`config.mk`:
```
export PLATFORM = sky130hd
export DESIGN_NAME = writeback_unit
export DESIGN_NICKNAME = d
export VERILOG_FILES = /design/src/rtl/writeback_unit.sv
export SDC_FILE = /design/constraint.sdc
export NUM_CORES = 1
export LEC_CHECK = 0
export BUFFER_PORTS_ARGS = -buffer_cell sky130_fd_sc_hd__buf_2
export CORE_UTILIZATION = 45
export DETAILED_ROUTE_END_ITERATION = 10
export PLACE_DENSITY_LB_ADDON = 0.2
export SYNTH_ARGS = -nofsm -noshare
export SYNTH_HDL_FRONTEND = slang
export SYNTH_SLANG_ARGS = --single-unit
```
`constraint.sdc`:
```
create_clock -name clk_i -period 3.65 [get_ports clk_i]
set_clock_uncertainty 0.2 [all_clocks]
set_input_delay 0.73 -clock clk_i [delete_from_list [all_inputs] [get_ports clk_i]]
set_output_delay 0.73 -clock clk_i [all_outputs]
set_load 0.005 [all_outputs]
```
`src/rtl/writeback_unit.sv`:
```
// writeback_unit: per-lane result select, load-beat gather, youngest-wins write resolve.
// Optional WB_SUBWORD_LOAD_EN: byte/half extraction and extension of load data.
module writeback_unit #(
  parameter int LANES = 2,
  parameter int XLEN  = 32
) (
  input  logic                  clk_i,
  input  logic                  rst_ni,
  input  logic                  flush_i,
  input  logic                  valid_i,
  output logic                  ready_o,
  input  logic [LANES-1:0]      regwrite_i,
  input  logic [2*LANES-1:0]    wb_sel_i,
  input  logic [5*LANES-1:0]    rd_addr_i,
  input  logic [XLEN*LANES-1:0] alu_out_i,
  input  logic [XLEN*LANES-1:0] pc_i,
  input  logic [3*LANES-1:0]    ld_fmt_i,
  input  logic [2*LANES-1:0]    ld_off_i,
  input  logic                  ld_valid_i,
  output logic                  ld_ready_o,
  input  logic [XLEN-1:0]       ld_data_i,
  output logic                  wb_valid_o,
  output logic [LANES-1:0]      rd_we_o,
  output logic [5*LANES-1:0]    rd_addr_o,
  output logic [XLEN*LANES-1:0] rd_data_o
);

  typedef enum logic {IDLE, WAIT_LD} state_e;

  state_e                state_q;
  logic [2:0]            pend_q;
  logic [LANES-1:0]      rw_q;
  logic [LANES-1:0]      fill_q;
  logic [2*LANES-1:0]    sel_q;
  logic [5*LANES-1:0]    rd_q;
  logic [XLEN*LANES-1:0] alu_q;
  logic [XLEN*LANES-1:0] pc_q;
  logic [XLEN*LANES-1:0] ld_q;
  logic                  wbv_q;
  logic [LANES-1:0]      we_q;
  logic [5*LANES-1:0]    addr_q;
  logic [XLEN*LANES-1:0] data_q;

  logic                  idle;
  logic [LANES-1:0]      s_rw;
  logic [LANES-1:0]      ldm_in;
  logic [LANES-1:0]      ldm_cap;
  logic [LANES-1:0]      slot;
  logic [LANES-1:0]      we_d;
  logic [2*LANES-1:0]    s_sel;
  logic [5*LANES-1:0]    s_rd;
  logic [XLEN*LANES-1:0] s_alu;
  logic [XLEN*LANES-1:0] s_pc;
  logic [XLEN*LANES-1:0] s_ld;
  logic [XLEN*LANES-1:0] data_d;
  logic [2:0]            cnt;
  logic                  found;
  logic [XLEN-1:0]       v;

`ifdef WB_SUBWORD_LOAD_EN
  logic [3*LANES-1:0] fmt_q;
  logic [3*LANES-1:0] s_fmt;
  logic [2*LANES-1:0] off_q;
  logic [2*LANES-1:0] s_off;

  function automatic logic [XLEN-1:0] ld_ext(
    input logic [XLEN-1:0] raw,
    input logic [2:0]      fmt,
    input logic [1:0]      off
  );
    logic [XLEN-1:0] b;
    logic [XLEN-1:0] h;
    b = raw >> {off, 3'b000};
    h = raw >> {off[1], 4'b0000};
    case (fmt)
      3'b000:  ld_ext = {{(XLEN-8){b[7]}}, b[7:0]};
      3'b001:  ld_ext = {{(XLEN-16){h[15]}}, h[15:0]};
      3'b100:  ld_ext = {{(XLEN-8){1'b0}}, b[7:0]};
      3'b101:  ld_ext = {{(XLEN-16){1'b0}}, h[15:0]};
      default: ld_ext = raw;
    endcase
  endfunction
`else
  logic unused_ld;
  assign unused_ld = ^{ld_fmt_i, ld_off_i};
`endif

  assign idle       = (state_q == IDLE);
  assign ready_o    = idle;
  assign ld_ready_o = !idle;
  assign wb_valid_o = wbv_q;
  assign rd_we_o    = we_q;
  assign rd_addr_o  = addr_q;
  assign rd_data_o  = data_q;

  // In IDLE the commit path sees the incoming bundle, otherwise the captured one.
  always_comb begin
    s_rw  = idle ? regwrite_i : rw_q;
    s_sel = idle ? wb_sel_i   : sel_q;
    s_rd  = idle ? rd_addr_i  : rd_q;
    s_alu = idle ? alu_out_i  : alu_q;
    s_pc  = idle ? pc_i       : pc_q;
`ifdef WB_SUBWORD_LOAD_EN
    s_fmt = idle ? ld_fmt_i   : fmt_q;
    s_off = idle ? ld_off_i   : off_q;
`endif
    cnt   = '0;
    found = 1'b0;
    slot  = '0;
    for (int i = 0; i < LANES; i++) begin
      ldm_in[i]  = regwrite_i[i] && (wb_sel_i[2*i+:2] == 2'b10);
      ldm_cap[i] = rw_q[i] && (sel_q[2*i+:2] == 2'b10);
      cnt        = cnt + 3'(ldm_in[i]);
      if (ldm_cap[i] && !fill_q[i] && !found) begin
        slot[i] = 1'b1;
        found   = 1'b1;
      end
    end
    s_ld = ld_q;
    for (int i = 0; i < LANES; i++)
      if (slot[i]) s_ld[i*XLEN+:XLEN] = ld_data_i;
    we_d   = '0;
    data_d = '0;
    v      = '0;
    for (int i = 0; i < LANES; i++) begin
      we_d[i] = s_rw[i] && (s_rd[5*i+:5] != 5'd0);
      for (int j = 0; j < LANES; j++)
        if (j > i && s_rw[j] && s_rd[5*j+:5] == s_rd[5*i+:5])
          we_d[i] = 1'b0;
      case (s_sel[2*i+:2])
        2'b00:   v = s_alu[i*XLEN+:XLEN];
        2'b01:   v = s_pc[i*XLEN+:XLEN] + XLEN'(4);
`ifdef WB_SUBWORD_LOAD_EN
        2'b10:   v = ld_ext(s_ld[i*XLEN+:XLEN], s_fmt[3*i+:3], s_off[2*i+:2]);
`else
        2'b10:   v = s_ld[i*XLEN+:XLEN];
`endif
        default: v = '0;
      endcase
      if (we_d[i]) data_d[i*XLEN+:XLEN] = v;
    end
  end

  always_ff @(posedge clk_i or negedge rst_ni) begin
    if (!rst_ni) begin
      state_q <= IDLE;
      pend_q  <= '0;
      rw_q    <= '0;
      fill_q  <= '0;
      sel_q   <= '0;
      rd_q    <= '0;
      alu_q   <= '0;
      pc_q    <= '0;
      ld_q    <= '0;
      wbv_q   <= 1'b0;
      we_q    <= '0;
      addr_q  <= '0;
      data_q  <= '0;
`ifdef WB_SUBWORD_LOAD_EN
      fmt_q   <= '0;
      off_q   <= '0;
`endif
    end else begin
      wbv_q <= 1'b0;
      if (flush_i) begin
        state_q <= IDLE;
        pend_q  <= '0;
        rw_q    <= '0;
        fill_q  <= '0;
        we_q    <= '0;
        data_q  <= '0;
      end else if (idle && valid_i) begin
        rw_q   <= regwrite_i;
        sel_q  <= wb_sel_i;
        rd_q   <= rd_addr_i;
        alu_q  <= alu_out_i;
        pc_q   <= pc_i;
        fill_q <= '0;
`ifdef WB_SUBWORD_LOAD_EN
        fmt_q  <= ld_fmt_i;
        off_q  <= ld_off_i;
`endif
        if (cnt == 3'd0) begin
          wbv_q  <= 1'b1;
          we_q   <= we_d;
          addr_q <= s_rd;
          data_q <= data_d;
        end else begin
          state_q <= WAIT_LD;
          pend_q  <= cnt;
        end
      end else if (!idle && ld_valid_i) begin
        ld_q   <= s_ld;
        fill_q <= fill_q | slot;
        pend_q <= pend_q - 3'd1;
        if (pend_q == 3'd1) begin
          state_q <= IDLE;
          wbv_q   <= 1'b1;
          we_q    <= we_d;
          addr_q  <= s_rd;
          data_q  <= data_d;
        end
      end
    end
  end

endmodule

```
==> flow_metrics.py <==
metrics = {
    "yosys": {
        "count_of_flip_flops_with_a_built_in_enable_after_synthesis": 0,
        "syn-num-nets": 1615,
        "synth_cell_type_count": 70,
        "post_synth_inst_count": 1417,
        "postSynth.topFlopCell": "dfrtp_1",
        "yosysSeqAreaShare": 0.457,
        "asyncSetResetFlopFracSynth": 1.00,
        "synthesis.yosys.warnings": 0,
        "syn_avg_cell_area_um2": 11.2,
        "synth.cell_area_um2": 15900,
        "synth.ff_latch_count": 291,
    },
    "die": {
        "die-width_um": 190,
        "io-pin-count": 270,
        "core-area_um2": 34700,
        "chipHeight_um": 190,
        "initial_utilization": 0.459,
        "placement_rows": 68,
        "floorplan_die_area_um2": 36100,
    },
    "placed_design": {
        "placedInstanceArea_um2": 17800,
        "placed_cells": 2081,
        "placer_s_final_routability_congestion_estimate": 0.910,
        "placement.io_buffers": 259,
        "dpl.hpwl_um": 34100,
    },
    "critical_path": {
        "worst_setup_path_start_kind": "register",
        "worstPathArrival_ns": 3.48,
        "crit_type": "register to register",
        "cp-end-kind": "register",
        "worst-path-max-fanout": 31,
        "worst_ep_required_time_ns": 3.88,
    },
    "power": {
        "share_clk_of_total_power": 0.394,
        "total_chip_power_w": 0.00874,
        "p_seq_frac": 0.439,
        "switching_power_w": 0.00240,
        "p_leak_nw": 8.50,
        "worst_ir_drop_vdd_mv": 0.340,
        "internal-power_w": 0.00634,
        "sw_frac_of_total": 0.275,
        "cellPowerDensity_nw_per_um2": 462,
        "comb_power_share": 0.167,
    },
    "sta": {
        "max_clock_freq_ghz": 0.308,
        "post-route-period-util": 0.890,
        "timing.slew.headroom": 0.224,
        "fin_tns_setup_ns": 0,
        "final_max_slew_viol_count": 0,
        "rsz0062_at_grt": "false",
        "min_period_ns": 3.25,
        "max_slew.worst_pin.slew_ns": 1.16,
        "hold_viol": 0,
        "final-setup-viol-count": 0,
    },
    "drt": {
        "post_drt_via_cell_ratio": 5.64,
        "drt_antenna_net_count": 0,
        "initialDrtViolationCount": 659,
        "vias": 12100,
        "wl_um": 45700,
        "drtPass1Iterations": 5,
        "routedWlPerCell_um": 21.3,
        "remaining_drc_errors": 0,
    },
    "clock_network": {
        "holdBufCountCts": 0,
        "cts_sinks": 291,
        "cts_max_level": 2,
        "cts_buffers": 35,
        "path_clk_slew_ns": 0.06,
        "clock_tree.buffer_depth": 3,
        "post_cts_resize_count": 0,
        "clock_insertion_delay_worst_skew_ns": 0.52,
        "cts_root_buf": "clkbuf_16",
        "cts_tree": "built",
        "cts_setup_buffers": 0,
    },
    "min_path": {
        "worstHoldPathType": "input port to asynchronous set/reset pin",
    },
    "global_route": {
        "gr-usage-all-layers": 0.255,
        "grt.busiest_layer": "met2",
        "antenna_violations_before_repair": 3,
        "first_global_vias": 12100,
        "use_met3": 0.0450,
        "grt_pass1_wl_um": 70200,
        "grtUsageMet2": 0.430,
        "maximum_number_of_pins_on_one_net_before_global_route_repair": 99,
        "grt-ovfl-total": 0,
        "gr-usage-met1": 0.334,
    },
    "run": {
        "maxCapViolCount": 0,
    },
    "status": {
        "outcome": "finished clean",
    },
    "cells_and_area": {
        "final_layout_size_suffix_gt1_frac": 0.365,
        "finish.cell_count_without_fillers": 2148,
        "area_growth_syn_to_layout_pct": 18.8,
        "fillerInstances": 3079,
        "number_of_nets_in_the_final_layout": 1861,
        "non_filler_cell_area_final_um2": 18900,
    },
}
-- metal layers --
layer	wire [µm]	vias up	share of wire
li1	-	5716	-
met1	19500	5998	0.43
met2	22000	346	0.48
met3	2900	59	0.063
met4	1200	4	0.026
met5	24	-	0.00053
-- cells by family after synthesis --
| group | synth area share |
|---|---|
| mux | 0.255 |
| simple gates | 0.100 |
| flops | 0.457 |
| compound gates | 0.116 |
| buf+inv | 0.0317 |
| xor+xnor | 0.0341 |
| fa+ha+maj | 0.00550 |
-- through the flow --
step | utilization | hold slack (ns) | setup WS [ns]
floorplan | - | 0.234 | 0.248
global placement | 0.511 | 0.256 | 0.295
detailed placement | 0.511 | 0.259 | 0.224
finish | 0.545 | 0.0695 | 0.402
global route | 0.545 | 0.135 | 0.100
CTS | 0.545 | 0.0958 | 0.443
-- cell type report --
type | instances | area [µm²] | area share
Inverter | 15 | 56.3 | 0.00298
Sequential cell | 291 | 7290 | 0.385
Timing Repair Buffer | 298 | 1670 | 0.0885
Multi-Input combinational cell | 1022 | 8170 | 0.432
Antenna cell | 4 | 10.0 | 0.000529
Tap cell | 455 | 569 | 0.0301
Clock inverter | 10 | 56.3 | 0.00298
Clock buffer | 53 | 1100 | 0.0579
-- worst max-delay path: stages (launching register included) --
cell	delay (ns)
dfrtp_4	0.70
buf_4	0.49
mux2i_1	0.24
buf_4	0.27
nor2b_1	0.85
a32oi_1	0.23
o21ai_0	0.14
-- final timing paths --
path,slack (ns),from,cells past startpoint,endpoint
max,0.40,ld_ready_o$_DFFE_PN0P_,6,rd_data_o[58]$_DFFE_PN0P_
min reg2reg,0.27,rd_we_o[1]$_DFFE_PN0P_,2,rd_we_o[1]$_DFFE_PN0P_
min in group clk_i,0.26,pc_i[59],2,pc_q[59]$_DFFE_PN0P_
min,0.07,rst_ni,1,pc_q[31]$_DFFE_PN0P_
max in group asynchronous,2.36,rst_ni,2,pc_q[56]$_DFFE_PN0P_
max reg2reg,0.40,ld_ready_o$_DFFE_PN0P_,6,rd_data_o[58]$_DFFE_PN0P_
-- cells in the final DEF, fill, tap and decap left out, types with 6 or more instances in the layout --
cell | Yosys | routed
nor2b_1 | 29 | 28
mux2_2 | 224 | 224
o21ai_1 | 6 | 6
a32oi_1 | 20 | 20
nand4_1 | 12 | 12
mux2i_1 | 154 | 152
nand3b_1 | 15 | 15
a221o_1 | 17 | 17
a21oi_1 | 44 | 44
buf_4 | 7 | 33
a32o_1 | 8 | 8
clkbuf_8 | 0 | 11
o22ai_1 | 17 | 17
a22o_1 | 13 | 13
nor3_1 | 11 | 10
inv_1 | 14 | 14
buf_12 | 1 | 6
a211oi_1 | 38 | 38
nand3_1 | 31 | 31
o21ai_0 | 62 | 62
nor2_1 | 33 | 32
a31oi_1 | 7 | 7
clkbuf_16 | 0 | 37
clkinv_2 | 0 | 8
dfrtp_1 | 291 | 290
buf_2 | 30 | 258
ha_1 | 7 | 7
nand2_1 | 136 | 136
xor2_1 | 25 | 25
xnor2_1 | 37 | 37
-- power by group through the flow --
stage	sequential (W)	clock, W	combinational, W
floorplan	0.00382	0	0.000925
global placement	0.00387	0	0.00144
detailed placement	0.00389	0	0.00146
CTS	0.00383	0.00353	0.00147
global route	0.00388	0.00366	0.00159
finish	0.00384	0.00345	0.00146
-- state kept, by name, summed over array words and instances, names as in the netlist, 2 cells and up --
name,count
fill_q,2
rd_data_o,64
pc_q,64
rd_we_o,2
rd_q,10
ld_q,64
rd_addr_o,10
sel_q,4
rw_q,2
alu_q,64
pend_q,3
-- Yosys cell counts (all sizes together), types with 16 or more instances --
library cell | n | area share
dfrtp | 291 | 0.46
mux2 | 224 | 0.16
mux2i | 154 | 0.097
nand2 | 136 | 0.032
o21ai | 68 | 0.021
a21oi | 46 | 0.015
buf | 46 | 0.018
clkbuf | 43 | 0.010
a211oi | 39 | 0.019
xnor2 | 37 | 0.020
nand3 | 35 | 0.013
nor2 | 33 | 0.0078
nor2b | 29 | 0.011
xor2 | 25 | 0.014
a32oi | 20 | 0.011
o22ai | 18 | 0.0075
a221o | 17 | 0.011
nand3b | 16 | 0.0083
(Power assumes the default switching activity.)
